===== src/rtl/proc_run_ctrl.sv =====
`default_nettype none
// ============================================================================
// Module   : proc_run_ctrl
// Purpose  : Run controller for Top_Processor. It loads a program image into
//            instruction memory over a valid/ready port, sequences the
//            processor reset release, counts run cycles until the processor
//            reports done or a timeout expires, and holds the result for the
//            host until it is acknowledged or a new run is started.
// Ports    : clk, s_reset        - clock, synchronous active-high reset
//            i_ld_*/o_ld_ready   - image load port (valid/ready, last marks end)
//            i_start, i_ack      - run existing image / consume result
//            o_imem_*            - registered instruction memory write port
//            o_proc_reset_n      - processor a_reset_n (low = held in reset)
//            i_proc_done/_cycle  - processor completion status
//            o_busy, o_result_valid, o_timeout, o_run_cycles, o_last_cycle
//                                - run status and held result
// Revision : 1.0 - initial release
// ============================================================================
module proc_run_ctrl #(
  parameter int WIDTH      = 32,
  parameter int ADDR_W     = 8,
  parameter int RST_CYCLES = 2,
  parameter int MAX_CYCLES = 30,
  parameter int CNT_W      = 16
) (
  input  logic              clk,
  input  logic              s_reset,
  input  logic              i_ld_valid,
  output logic              o_ld_ready,
  input  logic [ADDR_W-1:0] i_ld_addr,
  input  logic [WIDTH-1:0]  i_ld_data,
  input  logic              i_ld_last,
  input  logic              i_start,
  input  logic              i_ack,
  output logic              o_imem_we,
  output logic [ADDR_W-1:0] o_imem_addr,
  output logic [WIDTH-1:0]  o_imem_wdata,
  output logic              o_proc_reset_n,
  input  logic              i_proc_done,
  input  logic [3:0]        i_proc_cycle,
  output logic              o_busy,
  output logic              o_result_valid,
  output logic              o_timeout,
  output logic [CNT_W-1:0]  o_run_cycles,
  output logic [3:0]        o_last_cycle
);

  localparam int c_RST_W = (RST_CYCLES > 1) ? $clog2(RST_CYCLES) : 1;

  typedef enum logic [2:0] {
    S_IDLE       = 3'd0,
    S_LOAD       = 3'd1,
    S_RESET_PROC = 3'd2,
    S_RUN        = 3'd3,
    S_DONE       = 3'd4
  } state_t;

  state_t r_state;
  state_t w_next;

  logic [c_RST_W-1:0] r_rst_cnt;
  logic [CNT_W-1:0]   r_cnt;
  logic               r_imem_we;
  logic [ADDR_W-1:0]  r_imem_addr;
  logic [WIDTH-1:0]   r_imem_wdata;
  logic               r_proc_reset_n;
  logic               r_busy;
  logic               r_result_valid;
  logic               r_timeout;
  logic [CNT_W-1:0]   r_run_cycles;
  logic [3:0]         r_last_cycle;

  logic w_ld_ready;
  logic w_hs;
  logic w_rst_last;
  logic w_cnt_max;
  logic w_enter_reset;

  // Ready is the only combinational output; gating it with s_reset keeps a
  // handshake (and hence a write) from ever coinciding with reset.
  assign w_ld_ready    = !s_reset && ((r_state == S_IDLE) || (r_state == S_LOAD));
  assign w_hs          = i_ld_valid && w_ld_ready;
  assign w_rst_last    = (r_rst_cnt == c_RST_W'(RST_CYCLES - 1));
  assign w_cnt_max     = (r_cnt == CNT_W'(MAX_CYCLES));
  assign w_enter_reset = (w_next == S_RESET_PROC) && (r_state != S_RESET_PROC);

  // Next-state logic
  always_comb begin
    w_next = r_state;
    case (r_state)
      S_IDLE: begin
        if (w_hs) begin
          w_next = i_ld_last ? S_RESET_PROC : S_LOAD;
        end else if (i_start) begin
          w_next = S_RESET_PROC;
        end
      end
      S_LOAD: begin
        if ((w_hs && i_ld_last) || i_start) begin
          w_next = S_RESET_PROC;
        end
      end
      S_RESET_PROC: begin
        if (w_rst_last) begin
          w_next = S_RUN;
        end
      end
      S_RUN: begin
        if (i_proc_done || w_cnt_max) begin
          w_next = S_DONE;
        end
      end
      S_DONE: begin
        // A new run takes priority over a plain acknowledge.
        if (i_start) begin
          w_next = S_RESET_PROC;
        end else if (i_ack) begin
          w_next = S_IDLE;
        end
      end
      default: w_next = S_IDLE;
    endcase
  end

  always_ff @(posedge clk) begin
    if (s_reset) begin
      r_state <= S_IDLE;
    end else begin
      r_state <= w_next;
    end
  end

  // Datapath and registered outputs. Status outputs are computed from the
  // next state so they line up with the state they describe.
  always_ff @(posedge clk) begin
    if (s_reset) begin
      r_rst_cnt      <= '0;
      r_cnt          <= '0;
      r_imem_we      <= 1'b0;
      r_imem_addr    <= '0;
      r_imem_wdata   <= '0;
      r_proc_reset_n <= 1'b0;
      r_busy         <= 1'b0;
      r_result_valid <= 1'b0;
      r_timeout      <= 1'b0;
      r_run_cycles   <= '0;
      r_last_cycle   <= '0;
    end else begin
      r_imem_we <= w_hs;
      if (w_hs) begin
        r_imem_addr  <= i_ld_addr;
        r_imem_wdata <= i_ld_data;
      end

      r_proc_reset_n <= (w_next == S_RUN);
      r_busy         <= (w_next == S_RESET_PROC) || (w_next == S_RUN);

      if (w_enter_reset) begin
        r_rst_cnt      <= '0;
        r_cnt          <= '0;
        r_result_valid <= 1'b0;
      end else if (r_state == S_RESET_PROC) begin
        r_rst_cnt <= r_rst_cnt + c_RST_W'(1);
        // Counter already reads 1 in the first RUN cycle.
        if (w_next == S_RUN) begin
          r_cnt <= CNT_W'(1);
        end
      end else if (r_state == S_RUN) begin
        if (w_next == S_RUN) begin
          r_cnt <= r_cnt + CNT_W'(1);
        end else begin
          // Done has priority: timeout is only flagged when done is low.
          r_result_valid <= 1'b1;
          r_timeout      <= !i_proc_done;
          r_run_cycles   <= r_cnt;
          r_last_cycle   <= i_proc_cycle;
        end
      end else if ((r_state == S_DONE) && (w_next != S_DONE)) begin
        r_result_valid <= 1'b0;
      end
    end
  end

  assign o_ld_ready     = w_ld_ready;
  assign o_imem_we      = r_imem_we;
  assign o_imem_addr    = r_imem_addr;
  assign o_imem_wdata   = r_imem_wdata;
  assign o_proc_reset_n = r_proc_reset_n;
  assign o_busy         = r_busy;
  assign o_result_valid = r_result_valid;
  assign o_timeout      = r_timeout;
  assign o_run_cycles   = r_run_cycles;
  assign o_last_cycle   = r_last_cycle;

endmodule
`default_nettype wire


===== config.mk =====
export PLATFORM = sky130hd
export DESIGN_NAME = proc_run_ctrl
export DESIGN_NICKNAME = d
export VERILOG_FILES = /design/src/rtl/proc_run_ctrl.sv
export SDC_FILE = /design/constraint.sdc
export NUM_CORES = 1
export LEC_CHECK = 0
export BUFFER_PORTS_ARGS = -buffer_cell sky130_fd_sc_hd__buf_2
export CAP_MARGIN = 20
export CORE_UTILIZATION = 45
export DETAILED_ROUTE_END_ITERATION = 6
export GPL_TIMING_DRIVEN = 0
export PLACE_DENSITY = 0.77
export SETUP_SLACK_MARGIN = 0.5
export SLEW_MARGIN = 20
export SYNTH_ARGS = -nofsm -noshare
export SYNTH_HDL_FRONTEND = slang
export SYNTH_SLANG_ARGS = --single-unit

===== constraint.sdc =====
create_clock -name clk -period 2.4 [get_ports clk]
set_input_delay 0.48 -clock clk [delete_from_list [all_inputs] [get_ports clk]]
set_output_delay 0.48 -clock clk [all_outputs]
set_load 0.005 [all_outputs]

## Yosys cells after proc, flatten, opt, wreduce, memory -nomap -nowiden

Cells that the tools add are included.

- Logic and storage cells: 63
- Input port bits: 51
- Output and inout bits: 66
- Bits in registers: 85

- Reductions and logical operators: 18
- Equality and inequality tests: 12
- Add/subtract/negate cells: 2
- Mux-type cells: 16
- Bitwise logic cells: 3

Operator list:

| kind | count |
|---|---|
| 16-bit 2-to-1 mux | 4 |
| 3-bit 2-to-1 mux | 7 |
| 16-bit by 1-bit adder with 16-bit output (second input constant) | 1 |
| 16-bit by 5-bit == test with 1-bit output (second input constant) | 1 |
| 3-bit one-hot mux with 5 select lines | 1 |
| 3-bit by 2-bit == test with 1-bit output (second input constant) | 4 |
| 2-bit inequality test (second input constant) | 3 |
| 3-bit AND reduction | 2 |
| 1-bit logical AND | 5 |
| 1-bit logical OR | 4 |
| 4-bit AND reduction | 1 |
| 2-bit nonzero test | 2 |
| 3-bit by 1-bit == test with 1-bit output (second input constant) | 1 |
| 3-bit == test (second input constant) | 1 |
| 3-bit logical NOT | 1 |
| 1-bit 2-to-1 mux | 3 |
| 3-bit by 2-bit inequality test with 1-bit output (second input constant) | 1 |
| 3-bit inequality test (second input constant) | 1 |
| 1-bit inverter | 3 |
| 1-bit logical NOT | 2 |
| 2-bit 2-to-1 mux | 1 |
| 2-bit OR reduction | 1 |
| 1-bit adder (second input constant) | 1 |

## Depth between registers and ports, before layout

Gate-level depths: netlist (run 1).

- Depth after elaboration: 12
- Mapped depth: 9

## Worst setup path after synthesis (run 1)

Ideal clock, no wire load.

- Path kind: reg2reg
- From: reg r_cnt[0]
- To: reg r_cnt[7]
- Setup slack: 0.627 ns
- Cell stages (with the launch flop): 9
- Arrival: 1.702 ns
- Library setup time: 0.071 ns
- Data required time: 2.329 ns
- Path through: dfxtp_1 inv_1 ha_1 nor4b_1 a41oi_2 buf_6 nand2_2 or3_1 a21oi_1

- Cells in the longest elaborated chain, start to end: 7
- Elaborated cells on any way between the ends: 15

RTL lines:

| element | line | RTL |
|---|---|---|
| from (decl) | 62 | `logic [CNT_W-1:0] r_cnt;` |
| from (signal assigned) | 170 | `r_cnt <= r_cnt + CNT_W'(1);` |
| 16-bit by 5-bit == test with 1-bit output | 84 | `assign w_cnt_max = (r_cnt == CNT_W'(MAX_CYCLES));` |
| 1-bit logical OR | 109 | `if (i_proc_done \|\| w_cnt_max) begin` |
| 3-bit 2-to-1 mux | 109 |  |
| 3-bit one-hot mux with 5 select lines | 90 | `case (r_state)` |
| 3-bit by 2-bit == test with 1-bit output (on tied branches) | 165, 169, 85 |  |
| 2-bit inequality test (no line) / 1-bit logical AND (equally long branches) | n/a |  |
| 3-bit AND reduction (no line) / 2-bit OR reduction (equally long branches) | n/a |  |

Parallel ways exist; a longest one is shown, timed or not. The select of a mux whose other input is x is not followed.
A chain may end at the register's enable or synchronous reset.

## Final worst setup path (run 1)

Same ends and word-level chain as after synthesis.

==> impl_summary.log, run 1 <==
INFO  metric maximum_clock_rate = 535 MHz
INFO  metric clock_insertion_delay_at_the_later_pin_of_the_skew_report = between 300 and 400 ps
INFO  metric num-nets-final = 590
INFO  metric peakVddDrop = 308 uV
INFO  metric detailedRoute.firstIterationViolations = 159
INFO  metric first_pass_iters = 4
INFO  metric post_synth_main_area_contributors = sky130_fd_sc_hd__dfxtp_1, sky130_fd_sc_hd__nand2_1, sky130_fd_sc_hd__o21ai_0
INFO  metric grt-ovfl-total = 0
INFO  metric yosys_most_used_dff = sky130_fd_sc_hd__dfxtp_1
INFO  metric die_width = between 80 and 90 um
INFO  metric totalNegativeSetupSlack = 0 ps
INFO  metric synth.yosys.seq_area_share = 0.511
INFO  metric synth_enable_flop_cells = 0
INFO  metric period_share = 0.778
INFO  metric timing.hold.worst.class = primary input to flip-flop
INFO  metric post-synth-top-count-cell = sky130_fd_sc_hd__nand2_1
INFO  metric diode_count = 0
INFO  metric power.density = 678 nW/um2
INFO  metric power_leakage = 1.85 nW
INFO  metric power_switching = 0.723 mW
INFO  metric worst_slew_pin_slew = 498 ps
INFO  metric synth_top_area_cell = sky130_fd_sc_hd__dfxtp_1
INFO  metric clock_power_share = 0.388
INFO  metric cts_max_path_buffers = 2
INFO  metric post-route-min-period = 1870 ps
INFO  metric die_y = roughly 90 um
INFO  metric critPathCaptureType = flip-flop
INFO  metric clk_slew_on_worst_s_h_paths = 90 ps
INFO  metric areaGrowthSynthToFinish = 30.9%
INFO  metric cellInternalPower = 2.23 mW
INFO  metric timing.critical_path.arrival = 2150 ps
INFO  metric core.rowCount = 30
INFO  metric result_of_the_run = finished clean
INFO  metric grt_antenna_before_repair = 0
INFO  metric power.combinational.fraction = 0.100
INFO  metric hold_viol = 0
INFO  metric slew-limit-headroom = 0.666
INFO  metric timing_max_transition_violations_final = 0
INFO  metric grt_pass1_wl = approximately 13,000 um
INFO  metric vias_per_cell = 5.08
INFO  metric floorplan.die_area = 7740 um2
INFO  metric synthesis.area = 3330 um2
INFO  metric syn_inst = 407
INFO  metric cts_made_buffers = 9
INFO  metric placer_s_final_routability_congestion_estimate = 0.894
INFO  metric sw_frac_of_total = 0.245
INFO  metric start_util = 0.477
INFO  metric clock-sinks = 85
INFO  metric synthTopCellsByCount = sky130_fd_sc_hd__nand2_1, sky130_fd_sc_hd__dfxtp_1, sky130_fd_sc_hd__o21ai_0
INFO  metric warning_count_from_the_yosys_run = 0
INFO  metric synth_cell_type_count = 42
INFO  metric placement.io_buffers = 116
INFO  metric cts_tree = done
INFO  metric clockRootBuffer = sky130_fd_sc_hd__clkbuf_8
INFO  metric postSynthAreaPerCell = 8.17 um2
INFO  metric drv_cap = 0
INFO  metric setup.worst_path.class = flip-flop to flip-flop
INFO  metric ant_nets = 0
INFO  metric core_region_area = between 6000 and 7000 um2
INFO  metric final_core_util = 0.624
INFO  metric globalRouteTotalUtil = 0.217
INFO  metric routed_wl_per_cell = 13.1 um
INFO  metric synth-seq-cells = 85
INFO  metric wl = 8380 um
INFO  metric dr_total_vias = 3,241
INFO  metric final_layout_size_suffix_gt1_frac = 0.304
INFO  metric critical_path_peak_fanout = 7
INFO  metric number_of_global_route_vias_before_repair = between 2,000 and 3,000
INFO  metric timing.critical_path.required = 2680 ps
INFO  metric async_reset_ff_frac = 0
INFO  metric clock_tree.htree_level_count = 3
INFO  metric io_pins = approximately 120
INFO  metric synth_largest_type_area_fraction = 0.511
INFO  metric start_kind = flip-flop
INFO  metric detail_route.drc_violations = 0
INFO  metric finalClockSkew = approximately 12 ps
INFO  metric grt_max_degree = 16
INFO  metric setup_violations = 0
INFO  metric seq_power_share = 0.513
INFO  metric grt_setup_unrepaired = true
INFO  metric dp_hpwl = 5920 um
INFO  metric synth_fp_nets = 460
[repair_timing]
item | 4_1_cts | 5_1_grt
endpoints found under the setup margin | 35 | 37
cloned | 0 | 0
gates resized for setup | 5 | 15
pin swaps | 2 | 6
hold buffers | 0 | 0
setup buffers | 2 | 1
[cell type report]
type                       count  area [um2]
fill                         632        2630
sequential                    85        1710
multi-input combinational    292        1540
timing repair buffer         119         603
buffer                        26         144
clock buffer                  10         138
tap                           96         120
clock inverter                 6        93.8
inverter                       4        15.0
[kinds of logic (layout without fill, tap and decap cells)]
| group | Yosys count | count (layout) | share of synthesized area |
|---|---|---|---|
| simple gates | 191 | 191 | 0.262 |
| fa+ha+maj | 2 | 2 | 0.00752 |
| mux | 1 | 1 | 0.00301 |
| compound gates | 89 | 89 | 0.148 |
| xor+xnor | 9 | 9 | 0.0237 |
| flops | 85 | 85 | 0.511 |
| buf+inv | 30 | 165 | 0.0440 |
[stage by stage]
stage,power [mW],hold WS (ps),cell area (um2),cells,setup WS [ps]
4_1_cts,2.96,313,4300,637,519
3_5_place_dp,1.83,446,4030,619,214
2_1_floorplan,1.68,445,3330,407,627
5_1_grt,3.08,314,4360,638,478
6_report,2.95,318,4360,638,532
3_3_place_gp,1.82,434,4030,619,256
[power groups by stage]
| stage | Sequential (mW) | Clock (mW) | Combinational [mW] |
|---|---|---|---|
| detailed placement | 1.54 | 0 | 0.287 |
| global route | 1.52 | 1.23 | 0.329 |
| finish | 1.51 | 1.14 | 0.294 |
| CTS | 1.51 | 1.16 | 0.289 |
| floorplan | 1.55 | 0 | 0.136 |
| global placement | 1.54 | 0 | 0.280 |
[flip-flops by register name, summed over array words and instances (netlist names)]
signal,count
r_cnt,16
o_proc_reset_n,1
o_result_valid,1
r_state,3
o_imem_addr,8
o_timeout,1
o_imem_we,1
o_busy,1
r_rst_cnt,1
o_last_cycle,4
o_imem_wdata,32
o_run_cycles,16
[per-layer routing]
| metal | global-route usage | routed length [um] | up-vias | part of all wire |
|---|---|---|---|---|
| met4 | 0.0835 | 93 | 0 | 0.011 |
| met3 | 0.0443 | 526 | 9 | 0.063 |
| li1 | - | - | 1629 | - |
| met2 | 0.363 | 4010 | 119 | 0.48 |
| met5 | 0 | 0 | - | 0 |
| met1 | 0.274 | 3750 | 1484 | 0.45 |
[cells in the final DEF, fill, tap and decap left out, types with 7 or more instances in the layout]
master	netlist	final
sky130_fd_sc_hd__clkbuf_8	0	10
sky130_fd_sc_hd__dfxtp_1	85	82
sky130_fd_sc_hd__o21ai_0	42	42
sky130_fd_sc_hd__xor2_1	7	7
sky130_fd_sc_hd__nor2_1	15	15
sky130_fd_sc_hd__buf_2	6	120
sky130_fd_sc_hd__clkbuf_1	16	16
sky130_fd_sc_hd__nand3_1	9	9
sky130_fd_sc_hd__nand2_1	127	127
sky130_fd_sc_hd__a21oi_1	34	32
sky130_fd_sc_hd__nand4_1	7	7
[critical path: stages, from the launching register on]
cell	delay, ps
sky130_fd_sc_hd__dfxtp_2	360
sky130_fd_sc_hd__inv_2	60
sky130_fd_sc_hd__ha_4	160
sky130_fd_sc_hd__nor4b_4	130
sky130_fd_sc_hd__a41oi_2	290
sky130_fd_sc_hd__buf_6	180
sky130_fd_sc_hd__nand2_2	100
sky130_fd_sc_hd__or3_1	370
sky130_fd_sc_hd__a21oi_1	130
[final timing paths]
kind | slack, ps | end | depth (start not counted) | start
max | 530 | r_cnt[7]$_SDFFE_PP0P_ | 8 | r_cnt[0]$_SDFFE_PP0P_
min | 320 | o_imem_addr[4]$_SDFFE_PP0P_ | 3 | i_ld_addr[4]
max reg2reg | 530 | r_cnt[7]$_SDFFE_PP0P_ | 8 | r_cnt[0]$_SDFFE_PP0P_
min reg2reg | 450 | o_run_cycles[6]$_SDFFE_PP0P_ | 2 | o_run_cycles[6]$_SDFFE_PP0P_
Note: power is estimated with default switching activity, not from simulation.
==> run 2, diff against run 1 <==
--- a/config.mk
+++ b/config.mk
@@ -5,12 +5,13 @@
 export SDC_FILE = /design/constraint.sdc
 export NUM_CORES = 1
 export LEC_CHECK = 0
+export ABC_AREA = 1
 export BUFFER_PORTS_ARGS = -buffer_cell sky130_fd_sc_hd__buf_2
 export CAP_MARGIN = 20
 export CORE_UTILIZATION = 45
 export DETAILED_ROUTE_END_ITERATION = 6
 export GPL_TIMING_DRIVEN = 0
-export PLACE_DENSITY = 0.77
+export PLACE_DENSITY = 0.79
 export SETUP_SLACK_MARGIN = 0.5
 export SLEW_MARGIN = 20
 export SYNTH_ARGS = -nofsm -noshare
==> constraint.sdc (replaced) <==
create_clock -name clk -period 1.69 [get_ports clk]
set_input_delay 0.338 -clock clk [delete_from_list [all_inputs] [get_ports clk]]
set_output_delay 0.338 -clock clk [all_outputs]
set_load 0.005 [all_outputs]
==> run 2 against run 1 <==
Effect of this change:
- the run now ends with design-rule violations, negative setup slack left
- largest cell class is now multi-input gates
- clock-buffer cell count fell by 1
- die area up 6.8%
- critical endpoint is now o_run_cycles[4]$_SDFFE_PP0P_
- clock skew grew 2.0 ps
- largest power group unchanged
==> impl_summary.log, run 2 <==
INFO  metric result_of_the_run = finished, violations left
INFO  metric failed_checks = design-rule violations, negative setup slack
INFO  metric syn_inst = 483 (+19%)
INFO  metric wl = 12,900 um (+54%)
INFO  metric synth_fa_ha_area_frac = 0.00703 (-0.000487)
INFO  metric routed_wl_per_cell = 17.3 um (+32%)
INFO  metric slew-limit-headroom = 0.616 (-0.0500)
INFO  metric first_pass_iters = 7 (+3)
INFO  metric seq_power_share = 0.426 (-0.087)
INFO  metric dr_total_vias = 4,244 (+31%)
INFO  metric warning_count_from_the_yosys_run = 0 (unchanged)
INFO  metric grt_max_degree = 17 (+1)
INFO  metric floorplan.die_area = 8260 um2 (+6.8%)
INFO  metric dp_hpwl = 6900 um (+17%)
INFO  metric core.rowCount = 32 (+6.7%)
INFO  metric post_synth_main_area_contributors = sky130_fd_sc_hd__dfxtp_1, sky130_fd_sc_hd__nand2_1, sky130_fd_sc_hd__nand3_1
INFO  metric areaGrowthSynthToFinish = 55.9%
INFO  metric synth_top_family_by_area = simple AND/OR/NAND/NOR gates
INFO  metric worst_slew_pin_slew = 576 ps (+77.8 ps)
INFO  metric detail_route.drc_violations = 1 (+1)
INFO  metric layout.cells.non_filler = 747 (+17%)
INFO  metric synth_xor_xnor_area_share = 0.00739 (-0.0163)
INFO  metric layout.cells.most_common = sky130_fd_sc_hd__buf_2
INFO  metric die_width = 90.9 um (+3.3%)
INFO  metric detailedRoute.firstIterationViolations = 492 (+210%)
INFO  metric synth_enable_flop_cells = 0 (unchanged)
INFO  metric critical_path.reg2reg.endpoint = o_run_cycles[4]$_SDFFE_PP0P_
INFO  metric ant_nets = 0 (unchanged)
INFO  metric postSynthAreaPerCell = 7.36 um2 (-9.9%)
INFO  metric post-synth-top-count-cell = sky130_fd_sc_hd__nand2_1
INFO  metric reg2regPathDepth = 12 (+4)
INFO  metric grt-ovfl-total = 0 (unchanged)
INFO  metric synth-compound-area-share = 0.0929 (-0.0553)
INFO  metric worstHoldPathCells = 3 (unchanged)
INFO  metric grt_setup_unrepaired = true
INFO  metric sw_frac_of_total = 0.296 (+0.0513)
INFO  metric synth-seq-cells = 85 (unchanged)
INFO  metric final_layout_size_suffix_gt1_frac = 0.532 (+0.227)
INFO  metric timing_max_transition_violations_final = 0 (unchanged)
INFO  metric cts_max_path_buffers = 2 (unchanged)
INFO  metric setup_violations = 40 (+40)
INFO  metric maximum_clock_rate = 506 MHz (-5.5%)
INFO  metric die_y = 90.9 um (+3.3%)
INFO  metric synth_fp_nets = 536 (+17%)
INFO  metric clock_tree.htree_level_count = 3 (unchanged)
INFO  metric clk_slew_on_worst_s_h_paths = 100 ps (about the same)
INFO  metric drv_cap = 0 (unchanged)
INFO  metric start_util = 0.463 (-0.0138)
INFO  metric clockRootBuffer = sky130_fd_sc_hd__clkbuf_8
INFO  metric synthTopCellsByCount = sky130_fd_sc_hd__nand2_1, sky130_fd_sc_hd__dfxtp_1, sky130_fd_sc_hd__nand3_1
INFO  metric synth_largest_type_area_fraction = 0.478 (-0.0331)
INFO  metric r2r_start = r_cnt[0]$_SDFFE_PP0P_
INFO  metric synth_simple_gate_area_frac = 0.334 (+0.0717)
INFO  metric crit_chain = inv_2, ha_4, nand3_2, nor2_1, nand2_1, nand3_4, buf_6, nand3_4, inv_8, buf_6, o21ai_2, a21oi_1
INFO  metric synthesis.area = 3560 um2 (+6.9%)
INFO  metric ff2ff_setup_slack = -290 ps (-820 ps)
INFO  metric power.density = 967 nW/um2 (+43%)
INFO  metric yosys_most_used_dff = sky130_fd_sc_hd__dfxtp_1
INFO  metric cts.hold.buffers_added = 0 (unchanged)
INFO  metric core_region_area = 7690 um2 (+10%)
INFO  metric hold_end = o_imem_addr[4]$_SDFFE_PP0P_
INFO  metric io_pins = 117 (unchanged)
INFO  metric clock-sinks = 85 (unchanged)
INFO  metric power.combinational.fraction = 0.235 (+0.135)
INFO  metric critical_path_peak_fanout = 7 (unchanged)
INFO  metric placedCellCount = 701 (+13%)
INFO  metric mux_contribution_to_synthesized_area = 0 (-0.00301)
INFO  metric critPathCaptureType = flip-flop
INFO  metric peakVddDrop = 581 uV (+89%)
INFO  metric period_share = 1.17 (+0.391)
INFO  metric start_kind = flip-flop
INFO  metric finalClockSkew = 14.2 ps (+1.97 ps)
INFO  metric timing.final.ws_setup = -286 ps (-818 ps)
INFO  metric synth_top_area_cell = sky130_fd_sc_hd__dfxtp_1
INFO  metric power_leakage = 2.56 nW (+39%)
INFO  metric mostFrequentLayoutCells = sky130_fd_sc_hd__buf_2, sky130_fd_sc_hd__nand2_1, sky130_fd_sc_hd__nand3_2
INFO  metric setup.worst_path.class = flip-flop to flip-flop
INFO  metric placer_s_final_routability_congestion_estimate = 0.889 (-0.57%)
INFO  metric synth_cell_type_count = 31 (-26%)
INFO  metric timing.critical_path.required = 1960 ps (-720 ps)
INFO  metric post-route-min-period = 1980 ps (+108 ps)
INFO  metric largest_register_ff_count = 32 (unchanged)
INFO  metric async_reset_ff_frac = 0 (unchanged)
INFO  metric grt_pass1_wl = 16,900 um (+29%)
INFO  metric clock_power_share = 0.338 (-0.050)
INFO  metric crit_path_max_incr_delay = 340 ps (-30 ps)
INFO  metric number_of_global_route_vias_before_repair = 3,562 (+23%)
INFO  metric min_from = i_ld_addr[4]
INFO  metric clock_insertion_delay_at_the_later_pin_of_the_skew_report = 360 ps (+20 ps)
INFO  metric cts_tree = done
INFO  metric diode_count = 0 (unchanged)
INFO  metric synth.yosys.seq_area_share = 0.478 (-0.0331)
INFO  metric holdWs = 159 ps (-159 ps)
INFO  metric timing.hold.worst.class = primary input to flip-flop
INFO  metric vias_per_cell = 5.68 (+12%)
INFO  metric placement.io_buffers = 116 (unchanged)
INFO  metric hold_viol = 0 (unchanged)
INFO  metric worst_path_max_delay_cell = sky130_fd_sc_hd__dfxtp_2
INFO  metric num-nets-final = 693 (+17%)
INFO  metric globalRouteTotalUtil = 0.252 (+0.0359)
INFO  metric power_switching = 1.59 mW (+120%)
INFO  metric cts_made_buffers = 9 (unchanged)
INFO  metric cellInternalPower = 3.77 mW (+69%)
INFO  metric timing.critical_path.arrival = 2250 ps (+100 ps)
INFO  metric grt_antenna_before_repair = 0 (unchanged)
-- run 2: cells by family after synthesis --
family                   Yosys count
AO/OA/AOI/OAI                     64
XOR/XNOR                           3
adder cells (fa/ha/maj)            2
buffers and inverters             68
flip-flops                        85
AND/OR/NAND/NOR                  261
-- run 2: how the worst max path moves through the flow --
| stage | from | end | depth (start not counted) |
|---|---|---|---|
| finish | r_cnt[0]$_SDFFE_PP0P_ | o_run_cycles[4]$_SDFFE_PP0P_ | 12 |
| CTS | r_cnt[0]$_SDFFE_PP0P_ | r_cnt[13]$_SDFFE_PP0P_ | 13 |
| floorplan | r_cnt[11]$_SDFFE_PP0P_ | r_rst_cnt$_SDFFE_PP0P_ | 12 |
| global route | r_cnt[0]$_SDFFE_PP0P_ | o_run_cycles[4]$_SDFFE_PP0P_ | 12 |
| global placement | r_cnt[0]$_SDFFE_PP0P_ | r_cnt[12]$_SDFFE_PP0P_ | 11 |
| detailed placement | r_cnt[0]$_SDFFE_PP0P_ | r_cnt[12]$_SDFFE_PP0P_ | 11 |
-- run 2: repair_timing --
item	in CTS	in global routing
setup endpoints to repair	86	118
cloned	3	1
setup buffers	14	12
pin swaps	13	19
resized for setup	63	161
-- run 2: worst max-delay path, delay by kind of cell (launching register included) --
kind / cells / cell delay [ps]
compound gates: 2 / 250
fa+ha+maj: 1 / 130
buf+inv: 4 / 480
flops: 1 / 340
simple gates: 5 / 690
-- run 2: routing by layer --
layer / track usage / wire [um] / part of all wire / up-vias
met4: 0.101 / 827 / 0.064 / 0
met2: 0.410 / 6240 / 0.48 / 297
met3: 0.0581 / 1030 / 0.080 / 89
li1: - / - / - / 1892
met5: 0 / 0 / 0 / -
met1: 0.323 / 4830 / 0.37 / 1966
-- run 2: power by group through the flow --
stage                     Sequential, mW  Clock [mW]  Combinational [mW]
after global routing                2.30        1.94                1.34
after floorplan                     2.30           0               0.442
final                               2.29        1.81                1.26
after detailed placement            2.29           0               0.777
after global placement              2.28           0               0.761
after CTS                           2.25        1.81               0.995
-- run 2: final cells by class --
| cell class | instances | area, um2 |
|---|---|---|
| multi-input combinational | 330 | 2020 |
| clock buffer | 9 | 124 |
| clock inverter | 7 | 133 |
| tap | 102 | 128 |
| fill | 496 | 2140 |
| inverter | 45 | 181 |
| timing repair inverter | 1 | 3.75 |
| sequential | 85 | 1780 |
| timing repair buffer | 145 | 907 |
| buffer | 23 | 270 |
-- run 2: metrics by stage --
stage          total power [mW]  area (um2)  setup TNS [ps]  worst slack (ps)   util
2_1_floorplan              2.75        3620               0               198      -
3_3_place_gp               3.04        4330            -612              -115  0.563
3_5_place_dp               3.07        4330            -606             -93.3  0.563
4_1_cts                    5.06        4940               0              14.7  0.642
5_1_grt                    5.58        5540           -9980              -336  0.721
6_report                   5.36        5540           -7430              -286  0.721
